$ cat src/rtl/calc_op_sequencer_pkg.sv
// Shared types and constants for the calculator operation sequencer.
// Opcode and state encodings are fixed here so the front end and bench agree.
package calc_pkg;

    localparam int CALC_W = 8;

    typedef enum logic [1:0] {
        OP_ADD = 2'b00,
        OP_SUB = 2'b01,
        OP_MUL = 2'b10,
        OP_DIV = 2'b11
    } op_t;

    typedef enum logic [1:0] {
        IDLE = 2'b00,
        EXEC = 2'b01,
        ITER = 2'b10,
        DONE = 2'b11
    } seq_state_t;

endpackage

$ cat src/rtl/calc_op_sequencer_if.sv
// Request/result bundle between the operand front end and the sequencer.
// The front end is the master; the sequencer is the slave.
interface calc_op_sequencer_if
    import calc_pkg::*;
#(
    parameter int W = CALC_W
);

    logic         start;
    op_t          op;
    logic [W-1:0] a_in;
    logic [W-1:0] b_in;
    logic         busy;
    logic         done;
    logic [W-1:0] result_lo;
    logic [W-1:0] result_hi;
    logic         carry;
    logic         ovr;
    logic         dz;

    modport master (
        output start, op, a_in, b_in,
        input  busy, done, result_lo, result_hi, carry, ovr, dz
    );

    modport slave (
        input  start, op, a_in, b_in,
        output busy, done, result_lo, result_hi, carry, ovr, dz
    );

endinterface

$ cat src/rtl/calc_op_sequencer.sv
// Multi-cycle ADD/SUB/MUL/DIV controller that time-shares one external add/sub
// unit: MUL is shift-add, DIV is restoring division, one adder use per cycle.
module calc_op_sequencer
    import calc_pkg::*;
#(
    parameter int W     = CALC_W,
    parameter int ITERS = CALC_W
) (
    input  logic                     clk,
    input  logic                     rst_n,
    calc_op_sequencer_if.slave       bus,
    output logic [W-1:0]             add_a,
    output logic [W-1:0]             add_b,
    output logic                     add_sub,
    input  logic [W-1:0]             add_r,
    input  logic                     add_cout
);

    localparam logic [2:0] LAST_ITER = 3'(ITERS - 1);

    seq_state_t   state_q, state_d;
    op_t          op_q, op_d;
    logic [W-1:0] acc_q, acc_d;
    logic [W-1:0] quo_q, quo_d;
    logic [W-1:0] opd_q, opd_d;
    logic [2:0]   cnt_q, cnt_d;
    logic [W-1:0] res_lo_q, res_lo_d;
    logic [W-1:0] res_hi_q, res_hi_d;
    logic         carry_q, carry_d;
    logic         ovr_q, ovr_d;
    logic         dz_q, dz_d;

    logic         mul_c;
    logic [W-1:0] mul_p;
    logic         div_msb;
    logic [W-1:0] div_rs;
    logic         div_ge;

    always_ff @(posedge clk or negedge rst_n) begin
        if (!rst_n) begin
            state_q  <= IDLE;
            op_q     <= OP_ADD;
            acc_q    <= '0;
            quo_q    <= '0;
            opd_q    <= '0;
            cnt_q    <= '0;
            res_lo_q <= '0;
            res_hi_q <= '0;
            carry_q  <= 1'b0;
            ovr_q    <= 1'b0;
            dz_q     <= 1'b0;
        end else begin
            state_q  <= state_d;
            op_q     <= op_d;
            acc_q    <= acc_d;
            quo_q    <= quo_d;
            opd_q    <= opd_d;
            cnt_q    <= cnt_d;
            res_lo_q <= res_lo_d;
            res_hi_q <= res_hi_d;
            carry_q  <= carry_d;
            ovr_q    <= ovr_d;
            dz_q     <= dz_d;
        end
    end

    // quo holds A (multiplier / dividend), opd holds B, acc is P or R.
    always_comb begin
        state_d  = state_q;
        op_d     = op_q;
        acc_d    = acc_q;
        quo_d    = quo_q;
        opd_d    = opd_q;
        cnt_d    = cnt_q;
        res_lo_d = res_lo_q;
        res_hi_d = res_hi_q;
        carry_d  = carry_q;
        ovr_d    = ovr_q;
        dz_d     = dz_q;
        add_a    = '0;
        add_b    = '0;
        add_sub  = 1'b0;
        mul_c    = 1'b0;
        mul_p    = '0;
        div_msb  = 1'b0;
        div_rs   = '0;
        div_ge   = 1'b0;

        case (state_q)
            IDLE: begin
                if (bus.start) begin
                    op_d  = bus.op;
                    quo_d = bus.a_in;
                    opd_d = bus.b_in;
                    acc_d = '0;
                    cnt_d = '0;
                    state_d = (bus.op == OP_MUL || bus.op == OP_DIV) ? ITER : EXEC;
                end
            end
            EXEC: begin
                // SUB feeds B as add_a so the adder's b-a yields A-B.
                if (op_q == OP_SUB) begin
                    add_a   = opd_q;
                    add_b   = quo_q;
                    add_sub = 1'b1;
                    carry_d = add_cout && (quo_q != opd_q);
                    ovr_d   = (quo_q[W-1] != opd_q[W-1]) && (add_r[W-1] != quo_q[W-1]);
                end else begin
                    add_a   = quo_q;
                    add_b   = opd_q;
                    carry_d = add_cout;
                    ovr_d   = (quo_q[W-1] == opd_q[W-1]) && (add_r[W-1] != quo_q[W-1]);
                end
                res_lo_d = add_r;
                res_hi_d = '0;
                dz_d     = 1'b0;
                state_d  = DONE;
            end
            ITER: begin
                if (op_q == OP_MUL) begin
                    add_a = opd_q;
                    add_b = acc_q;
                    {mul_c, mul_p} = quo_q[0] ? {add_cout, add_r} : {1'b0, acc_q};
                    acc_d = {mul_c, mul_p[W-1:1]};
                    quo_d = {mul_p[0], quo_q[W-1:1]};
                end else begin
                    {div_msb, div_rs} = {acc_q, quo_q[W-1]};
                    add_a   = opd_q;
                    add_b   = div_rs;
                    add_sub = 1'b1;
                    div_ge  = div_msb || !add_cout || (div_rs == opd_q);
                    acc_d   = div_ge ? add_r : div_rs;
                    quo_d   = {quo_q[W-2:0], div_ge};
                end
                cnt_d = cnt_q + 3'd1;
                if (cnt_q == LAST_ITER) begin
                    res_lo_d = quo_d;
                    res_hi_d = acc_d;
                    carry_d  = 1'b0;
                    ovr_d    = (op_q == OP_MUL) && (acc_d != '0);
                    dz_d     = (op_q == OP_DIV) && (opd_q == '0);
                    state_d  = DONE;
                end
            end
            DONE: begin
                state_d = IDLE;
            end
            default: begin
                state_d = IDLE;
            end
        endcase
    end

    assign bus.busy      = (state_q != IDLE);
    assign bus.done      = (state_q == DONE);
    assign bus.result_lo = res_lo_q;
    assign bus.result_hi = res_hi_q;
    assign bus.carry     = carry_q;
    assign bus.ovr       = ovr_q;
    assign bus.dz        = dz_q;

endmodule

$ cat src/flat_wrapper.sv
// flat-port wrapper written by rule: the top's interface ports become plain ports
module calc_op_sequencer_flat import calc_pkg::*;
#(
    parameter int W     = CALC_W,
    parameter int ITERS = CALC_W
)
  (clk, rst_n, add_a, add_b, add_sub, add_r, add_cout, bus_start, bus_op, bus_a_in, bus_b_in, bus_busy, bus_done, bus_result_lo, bus_result_hi, bus_carry, bus_ovr, bus_dz);
  calc_op_sequencer_if #(.W(W)) bus_i ();
  input  logic clk;
  input  logic rst_n;
  output logic [W-1:0] add_a;
  output logic [W-1:0] add_b;
  output logic add_sub;
  input  logic [W-1:0] add_r;
  input  logic add_cout;
  input wire logic [$bits(bus_i.start)-1:0] bus_start;
  input wire logic [$bits(bus_i.op)-1:0] bus_op;
  input wire logic [$bits(bus_i.a_in)-1:0] bus_a_in;
  input wire logic [$bits(bus_i.b_in)-1:0] bus_b_in;
  output wire logic [$bits(bus_i.busy)-1:0] bus_busy;
  output wire logic [$bits(bus_i.done)-1:0] bus_done;
  output wire logic [$bits(bus_i.result_lo)-1:0] bus_result_lo;
  output wire logic [$bits(bus_i.result_hi)-1:0] bus_result_hi;
  output wire logic [$bits(bus_i.carry)-1:0] bus_carry;
  output wire logic [$bits(bus_i.ovr)-1:0] bus_ovr;
  output wire logic [$bits(bus_i.dz)-1:0] bus_dz;
  assign bus_i.start = bus_start;
  assign bus_i.op = bus_op;
  assign bus_i.a_in = bus_a_in;
  assign bus_i.b_in = bus_b_in;
  assign bus_busy = bus_i.busy;
  assign bus_done = bus_i.done;
  assign bus_result_lo = bus_i.result_lo;
  assign bus_result_hi = bus_i.result_hi;
  assign bus_carry = bus_i.carry;
  assign bus_ovr = bus_i.ovr;
  assign bus_dz = bus_i.dz;
  calc_op_sequencer #(.W(W), .ITERS(ITERS)) u_core (.clk(clk), .rst_n(rst_n), .bus(bus_i), .add_a(add_a), .add_b(add_b), .add_sub(add_sub), .add_r(add_r), .add_cout(add_cout));
endmodule
$ cat config.mk
export PLATFORM = sky130hd
export DESIGN_NAME = calc_op_sequencer_flat
export DESIGN_NICKNAME = d
export VERILOG_FILES = /design/src/rtl/calc_op_sequencer_pkg.sv /design/src/rtl/calc_op_sequencer_if.sv /design/src/rtl/calc_op_sequencer.sv /design/src/flat_wrapper.sv
export SDC_FILE = /design/constraint.sdc
export NUM_CORES = 1
export LEC_CHECK = 0
export ABC_AREA = 1
export CAP_MARGIN = 20
export CORE_AREA = 8 8 142 91
export CTS_CLUSTER_SIZE = 10
export DETAILED_ROUTE_END_ITERATION = 8
export DIE_AREA = 0 0 150 99
export GPL_ROUTABILITY_DRIVEN = 0
export HOLD_SLACK_MARGIN = 0.06
export PLACE_DENSITY_LB_ADDON = 0.15
export RECOVER_POWER = 25
export SYNTH_ARGS = -nofsm -noshare
export SYNTH_HDL_FRONTEND = slang
export SYNTH_SLANG_ARGS = --single-unit
$ cat constraint.sdc
create_clock -name clk -period 2.5 [get_ports clk]
set_clock_uncertainty 0.2 [all_clocks]
set_input_delay 0.375 -clock clk [delete_from_list [all_inputs] [get_ports clk]]
set_output_delay 0.375 -clock clk [all_outputs]
set_load 0.03 [all_outputs]
==> impl_metrics.csv <==
group,metric,value,unit
placement,detailedPlace.worstSlack,0.0902,ns
global_route,antenna_violations_before_repair,0,
logic_synthesis,synth.yosys.seq_area_share,39.4,%
final_layout,layout-drive-gt1-share,17.8,%
die,initial_core_util,29.1,%
logic_synthesis,synth-compound-area-share,21.2,%
route,wirelength,11000,um
setup_path,worstReg2RegStart,"u_core.quo_q[7]",
sta,final_max_slew_viol_count,0,
pwr,p_total,6.32,mW
worst_hold_path,min-delay-start,"u_core.cnt_q[1]",
pwr,p_sw_share,50.8,%
logic_synthesis,synthesis.instances,428,
worst_hold_path,hp-class,"reg -> reg",
logic_synthesis,synth_enable_flop_cells,0,
final_layout,mostFrequentLayoutCells,"nand2_1 (123), dfrtp_1 (49), clkdlybuf4s50_1 (48), a21oi_1 (39), buf_4 (39)",
global_route,gr-total-overflow,0,
pwr,seq_power_share,25.2,%
logic_synthesis,synth-adder-area-share,2.76,%
pwr,clock_power_share,12.4,%
pwr,p_leak,1.97,nW
global_route,grt_start_max_net_pins,51,
die,die_area,14900,sq um
route,drt-initial-drc-count,186,
setup_path,minimum_setup_slack_among_reg_to_reg_paths,0.35,ns
sta,report.final.hold_viol_count,0,
worst_hold_path,hold_depth,2,
clock_network,cts.sink_count,50,
global_route,first_global_vias,3165,
setup_path,rr_worst_depth,15,
die,std_cell_rows,30,
final_layout,insertedDiodeCount,0,
setup_path,crit-reg2reg-capture,"u_core.bus.ovr",
sta,min_period_over_period,99.5,%
logic_synthesis,synth-async-reset-ratio,100,%
clock_network,insertion_delay,0.30,ns
logic_synthesis,synth-seq-cells,50,
final_layout,final_common_cell,"nand2_1",
sta,final_critical_delay_including_setup_and_external_delays,2.49,ns
pwr,cellInternalPower,3.11,mW
pwr,power_per_cell_area,1440,nW/um^2
route,detailedRoute.firstPassIterationCount,4,
pwr,p_sw,3.21,mW
logic_synthesis,mapped_cell_area,3170,sq um
logic_synthesis,synth-simple-area-share,25.3,%
clock_network,cts_root_buf,"clkbuf_16",
logic_synthesis,yosysWarningCount,0,
logic_synthesis,number_of_nets_produced_by_synthesis,465,
clock_network,cts-root-to-sink-buffers,2,
route,ant_nets,0,
sta,max_freq,402,MHz
die,core_area,10900,sq um
placement,hpwl,8250,um
sta,tns,0,ns
logic_synthesis,avgSynthCellArea,7.41,sq um
clock_network,clk_transition_reported_paths,0.06,ns
route,routed_wire_length_per_instance,16.8,um
clock_network,cts-htree-levels,2,
final_layout,final_net_count,548,
pwr,max-vdd-ir-drop,0.621,mV
sta,worst-slew-pin-transition,1.30,ns
route,drcViolationCount,0,
sta,setup_viol,0,
global_route,groute.usage.overall,14.9,%
final_layout,syn2layout_area_growth,38.2,%
logic_synthesis,largest_family_of_logic_cells_by_synthesized_area,"simple AND/OR/NAND/NOR gates",
run_status,status,"finished, final reports clean",
clock_network,cts_buffers,5,
global_route,grt_pass1_wl,17400,um
setup_path,critical_path_peak_fanout,8,
sta,setup_repair_after_global_routing_missed_its_margin,"yes",
clock_network,tritoncts,"yes",
logic_synthesis,post_synth_xor_area_fraction,2.48,%
sta,maxSlewHeadroom,13.6,%
die,die_x,150,um
setup_path,crit_required,1.92,ns
logic_synthesis,ys_types,39,
final_layout,final_cell_area,4390,sq um
logic_synthesis,post_synth_mux_area_share,0,%
setup_path,worstSetupStartpointType,"flip-flop",
worst_hold_path,whs_endpoint,"u_core.cnt_q[1]",
route,routed_via_density,4.92,
die,floorplan.die.height,99,um
logic_synthesis,ys.flop_type,"dfrtp_1",
placement,port-buffer-count,67,
route,vias,3228,
pwr,power_frac_comb,62.4,%
setup_path,timing.setup.critical_path_class,"reg -> out",
job,timing.max_cap.violations,0,
setup_path,nature_of_the_critical_path_endpoint,"primary output",
placement,detailed_place.area,4020,sq um
sta,setup_ws,0.0130,ns
die,io_pins,68,
setup_path,cp_data_arrival_time,1.91,ns
[worst max-delay path by stage]
stage / slack, ns / endpoint / cells past startpoint / start
2_1_floorplan: 0.006 / add_b[0] / 10 / u_core.state_q[0]
3_3_place_gp: 0.16 / add_b[1] / 9 / u_core.state_q[0]
3_5_place_dp: 0.09 / add_b[4] / 9 / u_core.state_q[0]
4_1_cts: -0.01 / add_b[4] / 9 / u_core.state_q[0]
5_1_grt: -0.11 / add_b[4] / 9 / u_core.state_q[0]
6_report: 0.01 / add_b[0] / 9 / u_core.state_q[0]
[logic make-up after synthesis]
family,count (synthesis)
adder cells (fa/ha/maj),7
buffers and inverters,64
AO/OA/AOI/OAI,115
XOR/XNOR,9
AND/OR/NAND/NOR,183
flip-flops,50
[power by group through the flow]
| stage | registers [mW] | logic (mW) | clock network [mW] |
|---|---|---|---|
| CTS | 1.57 | 3.79 | 0.802 |
| floorplan | 1.56 | 2.39 | 0 |
| finish | 1.59 | 3.94 | 0.782 |
| detailed placement | 1.58 | 3.66 | 0 |
| global route | 1.64 | 4.35 | 0.839 |
| global placement | 1.58 | 3.64 | 0 |
[final cells by class]
type,count,area (sq um)
clock buffer,7,133
clock inverter,1,30.0
fill,1148,6500
inverter,44,179
multi-input combinational,314,1740
sequential,50,1250
tap,144,180
timing repair buffer,96,871
[worst max-delay path, cell delays in order (launching register included)]
cell and delay, ns:
dfrtp_1 0.40, inv_2 0.09, ha_4 0.16, inv_8 0.06, nor2_8 0.13, clkinvlp_4 0.19
o22ai_1 0.25, a221oi_2 0.05, nor2_1 0.10, buf_4 0.17
[state kept, by name, indices dropped and copies added (netlist names), 2 cells and up]
signal                count
u_core.acc_q              8
u_core.op_q               2
u_core.quo_q              8
u_core.cnt_q              3
u_core.bus.result_hi      8
u_core.opd_q              8
u_core.bus.result_lo      8
u_core.state_q            2
[routing by layer]
metal | track usage, % | up-vias | part of all wire (%)
li1 | - | 1601 | -
met1 | 22.4 | 1507 | 52
met2 | 19.9 | 110 | 40
met3 | 4.53 | 10 | 7.9
met4 | 2.98 | 0 | 0.93
met5 | 0 | - | 0
[per-stage QoR]
stage | hold slack [ns] | util, % | instances
2_1_floorplan | -0.121 | - | 428
3_3_place_gp | 0.265 | 36.9 | 637
3_5_place_dp | 0.273 | 36.9 | 637
4_1_cts | 0.287 | 39.1 | 649
5_1_grt | 0.302 | 40.3 | 656
6_report | 0.282 | 40.3 | 656
[Yosys cell counts (2+ instances only)]
cell	count	share of area, %
nand3_1	18	2.8
o22ai_1	13	2.6
clkbuf_1	9	1.1
a211oi_1	6	1.4
ha_1	7	2.8
nand2_1	124	15
o21ai_0	34	5.4
a21oi_1	40	6.3
a31oi_1	3	0.59
a22oi_1	5	1.2
buf_6	3	1.1
nor2_1	20	2.4
xnor2_1	8	2.2
nor2_2	5	0.99
a221oi_1	5	1.4
dfrtp_1	50	39
buf_2	8	1.3
clkinv_1	2	0.24
nand2_2	5	0.99
nor4_1	2	0.39
nand4_1	2	0.39
o21ai_1	2	0.32
inv_1	40	4.7
nand2_4	2	0.71
[repair_timing]
action,CTS,global route
setup endpoints to repair,17,17
hold buffers,1,0
gates resized for setup,16,17
buffers inserted,2,7
hold endpoints to repair,50,0
pin swaps,2,7
gates cloned,1,0
(Power assumes the default switching activity.)
